[src/rtl/div_pkg.sv]
// Shared definitions for the sequential restoring divider: FSM state encoding
// and the counter-width helper.
package div_pkg;

   typedef enum logic [1:0] {
      DIV_IDLE = 2'd0,
      DIV_CALC = 2'd1,
      DIV_DONE = 2'd2
   } div_state_e;

   // Bits needed to hold any value in 0..value-1.
   function automatic int clog2(input int value);
      int w;
      w = 0;
      while ((1 << w) < value) w++;
      return w;
   endfunction

endpackage

[src/rtl/div_step.sv]
// One shift-subtract step of the restoring divider: trial-subtract the divisor
// from the shifted partial remainder and keep the difference if it is non-negative.
module div_step #(
   parameter int SIZE = 16
) (
   input  logic [SIZE-1:0] p_i,
   input  logic            a_msb_i,
   input  logic [SIZE-1:0] d_i,
   output logic [SIZE-1:0] p_o,
   output logic            qbit_o
);

   logic [SIZE:0] t;

   // Because P < D always holds, bit SIZE of the difference is exactly the borrow.
   always_comb begin
      t      = {p_i, a_msb_i} - {1'b0, d_i};
      qbit_o = ~t[SIZE];
      p_o    = qbit_o ? t[SIZE-1:0] : {p_i[SIZE-2:0], a_msb_i};
   end

endmodule

[src/rtl/seq_restoring_divider.sv]
// Sequential restoring divider, one quotient bit per clock, start/done handshake.
// Define DIV_SIGNED_EN for two's-complement operands; the default build is unsigned.
module seq_restoring_divider
   import div_pkg::*;
#(
   parameter int SIZE = 16
) (
   input  logic            Clock,
   input  logic            Reset,
   input  logic            iStart,
   input  logic [SIZE-1:0] iDividend,
   input  logic [SIZE-1:0] iDivisor,
   output logic            oBusy,
   output logic            oDone,
   output logic [SIZE-1:0] oQuotient,
   output logic [SIZE-1:0] oRemainder,
   output logic            oDivByZero
);

   localparam int CW = clog2(SIZE + 1);

   div_state_e      state_q, state_d;
   logic [SIZE-1:0] a_q, a_d, d_q, d_d, p_q, p_d;
   logic [SIZE-1:0] quo_q, quo_d, rem_q, rem_d;
   logic [CW-1:0]   cnt_q, cnt_d;
   logic            dbz_q, dbz_d;

   logic            accept, div_zero, step_qbit;
   logic [SIZE-1:0] step_p, a_shift;
   logic [SIZE-1:0] dividend_mag, divisor_mag, quo_fix, rem_fix, dbz_quo;

   assign accept   = iStart && (state_q == DIV_IDLE || state_q == DIV_DONE);
   assign div_zero = (iDivisor == '0);

   div_step #(.SIZE(SIZE)) u_step (
      .p_i    (p_q),
      .a_msb_i(a_q[SIZE-1]),
      .d_i    (d_q),
      .p_o    (step_p),
      .qbit_o (step_qbit)
   );

   assign a_shift = {a_q[SIZE-2:0], step_qbit};

`ifdef DIV_SIGNED_EN
   logic neg_quo_q, neg_quo_d, neg_rem_q, neg_rem_d;

   // The core divides magnitudes; signs are reapplied on the CALC->DONE edge.
   assign dividend_mag = iDividend[SIZE-1] ? -iDividend : iDividend;
   assign divisor_mag  = iDivisor[SIZE-1]  ? -iDivisor  : iDivisor;
   assign quo_fix      = neg_quo_q ? -a_shift : a_shift;
   assign rem_fix      = neg_rem_q ? -step_p  : step_p;
   assign dbz_quo      = iDividend[SIZE-1] ? SIZE'(1) : '1;
`else
   assign dividend_mag = iDividend;
   assign divisor_mag  = iDivisor;
   assign quo_fix      = a_shift;
   assign rem_fix      = step_p;
   assign dbz_quo      = '1;
`endif

   always_ff @(posedge Clock or posedge Reset) begin
      if (Reset) state_q <= DIV_IDLE;
      else       state_q <= state_d;
   end

   always_comb begin
      state_d = state_q;
      case (state_q)
         DIV_IDLE, DIV_DONE: begin
            if (accept)                  state_d = div_zero ? DIV_DONE : DIV_CALC;
            else if (state_q == DIV_DONE) state_d = DIV_IDLE;
         end
         DIV_CALC: if (cnt_q == CW'(1)) state_d = DIV_DONE;
         default:  state_d = DIV_IDLE;
      endcase
   end

   always_comb begin
      oBusy = (state_q == DIV_CALC);
      oDone = (state_q == DIV_DONE);
   end

   always_comb begin
      // NOTE: every _d starts from its _q so no path leaves it unassigned (no latch).
      a_d   = a_q;
      d_d   = d_q;
      p_d   = p_q;
      cnt_d = cnt_q;
      quo_d = quo_q;
      rem_d = rem_q;
      dbz_d = dbz_q;
`ifdef DIV_SIGNED_EN
      neg_quo_d = neg_quo_q;
      neg_rem_d = neg_rem_q;
`endif
      if (accept) begin
         if (div_zero) begin
            quo_d = dbz_quo;
            rem_d = iDividend;
            dbz_d = 1'b1;
         end else begin
            a_d   = dividend_mag;
            d_d   = divisor_mag;
            p_d   = '0;
            cnt_d = CW'(SIZE);
            quo_d = '0;
            rem_d = '0;
            dbz_d = 1'b0;
`ifdef DIV_SIGNED_EN
            neg_quo_d = iDividend[SIZE-1] ^ iDivisor[SIZE-1];
            neg_rem_d = iDividend[SIZE-1];
`endif
         end
      end else if (state_q == DIV_CALC) begin
         a_d   = a_shift;
         p_d   = step_p;
         cnt_d = cnt_q - CW'(1);
         if (cnt_q == CW'(1)) begin
            quo_d = quo_fix;
            rem_d = rem_fix;
         end
      end
   end

   always_ff @(posedge Clock or posedge Reset) begin
      // NOTE: state is written with <= so every flop samples pre-edge values.
      if (Reset) begin
         a_q   <= '0;
         d_q   <= '0;
         p_q   <= '0;
         cnt_q <= '0;
         quo_q <= '0;
         rem_q <= '0;
         dbz_q <= 1'b0;
`ifdef DIV_SIGNED_EN
         neg_quo_q <= 1'b0;
         neg_rem_q <= 1'b0;
`endif
      end else begin
         a_q   <= a_d;
         d_q   <= d_d;
         p_q   <= p_d;
         cnt_q <= cnt_d;
         quo_q <= quo_d;
         rem_q <= rem_d;
         dbz_q <= dbz_d;
`ifdef DIV_SIGNED_EN
         neg_quo_q <= neg_quo_d;
         neg_rem_q <= neg_rem_d;
`endif
      end
   end

   assign oQuotient  = quo_q;
   assign oRemainder = rem_q;
   assign oDivByZero = dbz_q;

endmodule

[config.mk]
export PLATFORM = sky130hd
export DESIGN_NAME = seq_restoring_divider
export DESIGN_NICKNAME = d
export VERILOG_FILES = /design/src/rtl/div_pkg.sv /design/src/rtl/div_step.sv /design/src/rtl/seq_restoring_divider.sv
export SDC_FILE = /design/constraint.sdc
export NUM_CORES = 1
export LEC_CHECK = 0
export BUFFER_PORTS_ARGS = -buffer_cell sky130_fd_sc_hd__buf_4
export CORE_MARGIN = 5
export CORE_UTILIZATION = 62
export CTS_BUF_LIST = sky130_fd_sc_hd__clkbuf_16
export DETAILED_ROUTE_END_ITERATION = 10
export PLACE_DENSITY = 0.85
export SLEW_MARGIN = 20
export SYNTH_ARGS = -nofsm -noshare
export SYNTH_HDL_FRONTEND = slang
export SYNTH_HIERARCHICAL = 1
export SYNTH_SLANG_ARGS = --single-unit
export TNS_END_PERCENT = 20
[constraint.sdc]
create_clock -name Clock -period 5.15 [get_ports Clock]
set_clock_uncertainty 0.2 [all_clocks]
set_input_delay 0.2575 -clock Clock [delete_from_list [all_inputs] [get_ports Clock]]
set_output_delay 0.2575 -clock Clock [all_outputs]
set_load 0.05 [all_outputs]
# --- Word-level counts from Yosys, hierarchy flattened ---
# Index checks and enable logic that the tools add are counted.
classes:
  eq_ne: 6
  add_sub_neg: 2
  mux: 24
  bitwise_logic: 2
  reduce_logical: 11
ops:
  columns: ["operator", "count"]
  rows:
  - ["$mux 16", 15]
  - ["$sub 17x16->17", 1]
  - ["$logic_not 16->1", 1]
  - ["$mux 5", 3]
  - ["$mux 2", 4]
  - ["$reduce_and 2->1", 4]
  - ["$eq 5x1->1 const B", 1]
  - ["$sub 5x1->5 const B", 1]
  - ["$pmux 2 s2", 1]
  - ["$reduce_bool 2->1", 2]
  - ["$ne 3x3->1 const B", 1]
  - ["$eq 2x1->1 const B", 1]
  - ["$eq 2x2->1 const B", 1]
  - ["$logic_not 2->1", 1]
  - ["$ne 2x1->1 const B", 1]
  - ["$ne 2x2->1 const B", 1]
  - ["$not 1->1", 2]
  - ["$reduce_or 2->1", 1]
  - ["$logic_and 1x1->1", 1]
  - ["$logic_or 1x1->1", 1]
  - ["$mux 1", 1]
word_totals:
  inputBits: 35
  word_cells: 53
  register_bits: 88
  output_inout_bits: 35

# --- Longest topological paths before layout ---
logic_depth:
  word_depth: 5
  mapped_depth: 13
  depth_no_buf: 12

# --- Modules after synthesis ---
# Netlist, hierarchy kept.
by_module_without_submodules:
  columns: ["module", "area_per_inst_um2", "instances", "cells_per_inst", "seq_area_each_um2"]
  rows:
  - ["seq_restoring_divider", 4038.9, 1, 362, 2202.1]
  - ["div_step", 1009.7, 1, 128, 0.0]

# --- Worst setup path after synthesis ---
# OpenSTA, ideal clock, no wires.
synth_path:
  kind: "reg-to-reg"
  startpoint: "reg p_q[1]"
  endpoint: "reg rem_q[13], in the netlist oRemainder[13]"
  slack_ns: 1.827
  path_stages_with_launch: 12
  path_buffers: 1
  period_less_slack_ns: 3.323
  arrival_time_ns: 3.002
  t_required_ns: 4.829
  setup_time_ns: 0.121
  path_cell_list: "dfrtp_1 > ha_1 > nor2b_1 > o31a_1 > o41a_1 > and4_4 > a311oi_2 > xnor2_2 > buf_6 > mux2_4 > o21ai_1 > a2bb2oi_2"
synth_between:
  elab_chain_len: 5
synth_lines:
  columns: ["element", "line", "rtl"]
  rows:
  - ["from (decl)", "seq_restoring_divider.sv:23", "logic [SIZE-1:0] a_q, a_d, d_q, d_d, p_q, p_d;"]
  - ["from (signal assigned)", "seq_restoring_divider.sv:143", "p_q <= p_d;"]
  - ["$sub 17x16->17", "div_step.sv:17", "t = {p_i, a_msb_i} - {1'b0, d_i};"]
  - ["$mux 16", "div_step.sv:19", "p_o = qbit_o ? t[SIZE-1:0] : {p_i[SIZE-2:0], a_msb_i};"]
  - ["named net rem_fix[13]", "seq_restoring_divider.sv:30", "logic [SIZE-1:0] dividend_mag, divisor_mag, quo_fix, rem_fix, dbz_quo;"]
  - ["$mux 16", "seq_restoring_divider.sv:119", "if (cnt_q == CW'(1)) begin"]
  - ["$mux 16", "seq_restoring_divider.sv:115", "end else if (state_q == DIV_CALC) begin"]
  - ["$mux 16", "seq_restoring_divider.sv:97", "if (accept) begin"]
  - ["to (signal assigned)", "seq_restoring_divider.sv:146", "rem_q <= rem_d;"]
  - ["to (decl)", "seq_restoring_divider.sv:24", "logic [SIZE-1:0] quo_q, quo_d, rem_q, rem_d;"]
# The timed path passes the listed nets, and every way through them passes these cells. The select of a mux whose other input is x is not followed.
# A chain may end at the register's enable or synchronous reset.

# --- Worst setup path in the final report ---
layout_path:
  startpoint: "reg a_q[15]"
  endpoint: "reg rem_q[6], in the netlist oRemainder[6]"
layout_between:
  elab_chain_len: 5
layout_lines:
  columns: ["element", "line", "rtl"]
  rows:
  - ["from (decl)", "seq_restoring_divider.sv:23", null]
  - ["from (signal assigned)", "seq_restoring_divider.sv:129", "a_q <= '0;"]
  - ["from (signal assigned)", "seq_restoring_divider.sv:141", "a_q <= a_d;"]
  - ["$sub 17x16->17", "div_step.sv:17", null]
  - ["$mux 16", "div_step.sv:19", null]
  - ["named net rem_fix[6]", "seq_restoring_divider.sv:30", null]
  - ["$mux 16", "seq_restoring_divider.sv:119", null]
  - ["$mux 16", "seq_restoring_divider.sv:115", null]
  - ["$mux 16", "seq_restoring_divider.sv:97", null]
# The timed path passes the listed nets, and every way through them passes these cells. The select of a mux whose other input is x is not followed.

==> results.cfg <==
[timing]
hold_viol = 88
relSlewSlack_pct = 28.1
grt_setup_unrepaired = false
period_minus_slack_ns = 3.78
drv_slew = 0
hold_ws_ns = -0.0905
fmax_ghz = 0.264
tns_ns = 0
setup_viol = 0
tightestPinTransition_ns = 1.07
post-route-period-util_pct = 73.4

[clock_network]
clockBufferDepth = 2
cts_htree_levels = 3
post_cts_resized = 0
cts_tree = done
hold_buffers = 20
cts_buffers = 9
worstSkewPairLatency_ns = 0.34
cts.sinks = 88
cts_root_buf = clkbuf_16
clkSlewWorstSetupHoldPaths_ns = 0.07
cts_post_setup_buffers_inserted = 0

[final_layout]
nets = 619
layout-drive-gt1-share_pct = 28.8
area_growth_pct = 19.2
antennaDiodeCount = 0
fin_area_um2 = 6020

[route]
vias_per_cell = 6.25
drc = 0
wirelength_mm = 12.6
ant_nets = 0
wl_per_cell_um = 18.8
via_count = 4215
dr.first_iter.drc_count = 343
firstDrtPassIters = 7

[die]
coreArea_um2 = 8090
ioPinCount = 70
initial_core_util_pct = 62.4
dieArea_um2 = 10000
die_h_um = 100
fp.dieW_um = 100
fp-row-count = 33

[outcome]
status = complete, but fails checks
violations = negative hold slack

[logic_synthesis]
async_reset_ff_share_pct = 100
syn_inst = 490
yosysWarnings = 6
ys_seq_elements = 88
synth-main-ff-cell = dfrtp_1
ys_types = 52
synth_area_um2 = 5050
avgSynthCellArea_um2 = 10.3
synth_edf_count = 0
syn_nets = 544
seq_area_frac_synth_pct = 43.6

[hold_path]
min_path_type = input port to async pin

[global_route]
grt_max_degree = 89
antenna_found_initial = 0
globalRoute.totalOverflow = 0
gr-usage-all-layers_pct = 26.3
grt_pass1_wl_mm = 20.8
grt_pass1_vias = 4176

[place]
gp_congestion = 0.860
dpl-instance-area_um2 = 5540
place_hpwl_mm = 8.24
port_buffers = 69

[setup_path]
end_kind = flop
startpoint = a_q[15]
required_ns = 5.17
worstPathArrival_ns = 3.80
path_class = flop to flop
crit_fanout = 18
timing.rr.start = a_q[15]
startpoint_type = flop

[job]
maxCapViolCount = 0
state kept, by name, summed over array words and instances (netlist names):
name	cells
a_q	16
oDivByZero	1
p_q	16
d_q	16
oRemainder	16
state_q	2
cnt_q	5
oQuotient	16
worst max-delay path: stages (launching register included):
cell and delay, ns:
dfrtp_1 0.38, inv_1 0.09, ha_1 0.22, fa_1 0.27, nor2b_1 0.09, o31a_1 0.26
o41a_1 0.44, and4_4 0.23, a311oi_2 0.33, xnor2_2 0.15, buf_4 0.31, mux2_2 0.39
o21ai_1 0.21, a2bb2oi_2 0.09
cells in the final DEF (no fill, tap or decap), types with 4 or more instances in the layout:
| master | n |
|---|---|
| o22ai_1 | 16 |
| nand2b_1 | 5 |
| clkbuf_16 | 9 |
| a21oi_1 | 26 |
| nor4_1 | 4 |
| ha_1 | 18 |
| o21ai_1 | 23 |
| inv_1 | 21 |
| buf_4 | 75 |
| xnor2_1 | 8 |
| a2bb2oi_2 | 30 |
| xor2_1 | 6 |
| dfrtp_1 | 88 |
| mux2_4 | 7 |
| nand2_1 | 55 |
| nor2b_1 | 4 |
| o21ai_2 | 9 |
| o21ai_0 | 11 |
| nand3_1 | 40 |
| dlygate4sd3_1 | 20 |
| nor2_1 | 28 |
| mux2_2 | 19 |
cell usage after synthesis, types with 3 or more instances:
cell type | count | area, µm²
buf_6 | 5 | 56.3
clkbuf_1 | 15 | 56.3
a21oi_1 | 26 | 130
inv_1 | 22 | 82.6
buf_2 | 8 | 40.0
mux2_2 | 19 | 214
nand2b_1 | 5 | 31.3
mux2_4 | 7 | 105
nand3_1 | 40 | 200
nand2_1 | 55 | 206
nor4_1 | 4 | 25.0
o21ai_1 | 23 | 115
xnor2_1 | 8 | 70.1
mux2i_1 | 3 | 30.0
a2bb2oi_2 | 30 | 450
o21ai_0 | 11 | 55.1
buf_12 | 3 | 60.1
nor2_1 | 28 | 105
a211oi_1 | 3 | 22.5
o22ai_1 | 16 | 100
a2bb2oi_1 | 3 | 26.3
dfrtp_1 | 88 | 2200
xor2_1 | 6 | 52.6
nor2b_1 | 4 | 25.0
o21ai_2 | 9 | 78.8
a21o_1 | 3 | 22.5
ha_1 | 18 | 225
kinds of logic (layout without fill, tap and decap cells):
group                    after synthesis  in the layout  synth area share [%]
AO/OA/AOI/OAI                        139            139                  22.5
flip-flops                            88             88                  43.6
XOR/XNOR                              15             15                  2.75
AND/OR/NAND/NOR                      145            145                  13.3
multiplexers                          29             29                  6.91
buffers and inverters                 55            134                  6.00
adder cells (fa/ha/maj)               19             19                  4.86
per-layer routing:
metal  track usage (%)  share of wire (%)  vias to the layer above
met3              4.17                8.6                       49
li1                  -                  -                     1909
met2              42.3                 47                      232
met1              34.9                 40                     2025
met4              12.2                3.6                        0
met5                 0                  0                        -
final cells by class:
type                       instances  area (µm²)
clock inverter                     6        51.3
sequential                        88        2200
multi-input combinational        347        2540
timing repair buffer              96         774
inverter                          23        87.6
clock buffer                       9         225
tap                              105         131
fill                             557        2080
through the flow:
step	cells	hold WS [ns]	setup WS, ns	utilization [%]
final	674	-0.0905	1.37	74.4
after CTS	674	0.00000466	1.41	74.3
after global placement	639	0.259	1.68	68.4
after global routing	674	0.0104	1.27	74.4
after floorplan	490	0.163	1.83	-
after detailed placement	639	0.264	1.56	68.4
final timing paths:
check	endpoint	slack, ns	cells past startpoint
worst max register to register	oRemainder[6]	1.37	13
worst min register to register	d_q[10]	0.28	2
worst max-delay path	oRemainder[6]	1.37	13
max in group asynchronous	oQuotient[7]	4.27	3
min in group Clock	oRemainder[10]	0.01	3
worst min-delay path	oRemainder[0]	-0.09	3
Power is left out: the tool's default activity adds up to more than one toggle a clock period on the data nets, which glitch-free logic cannot reach.
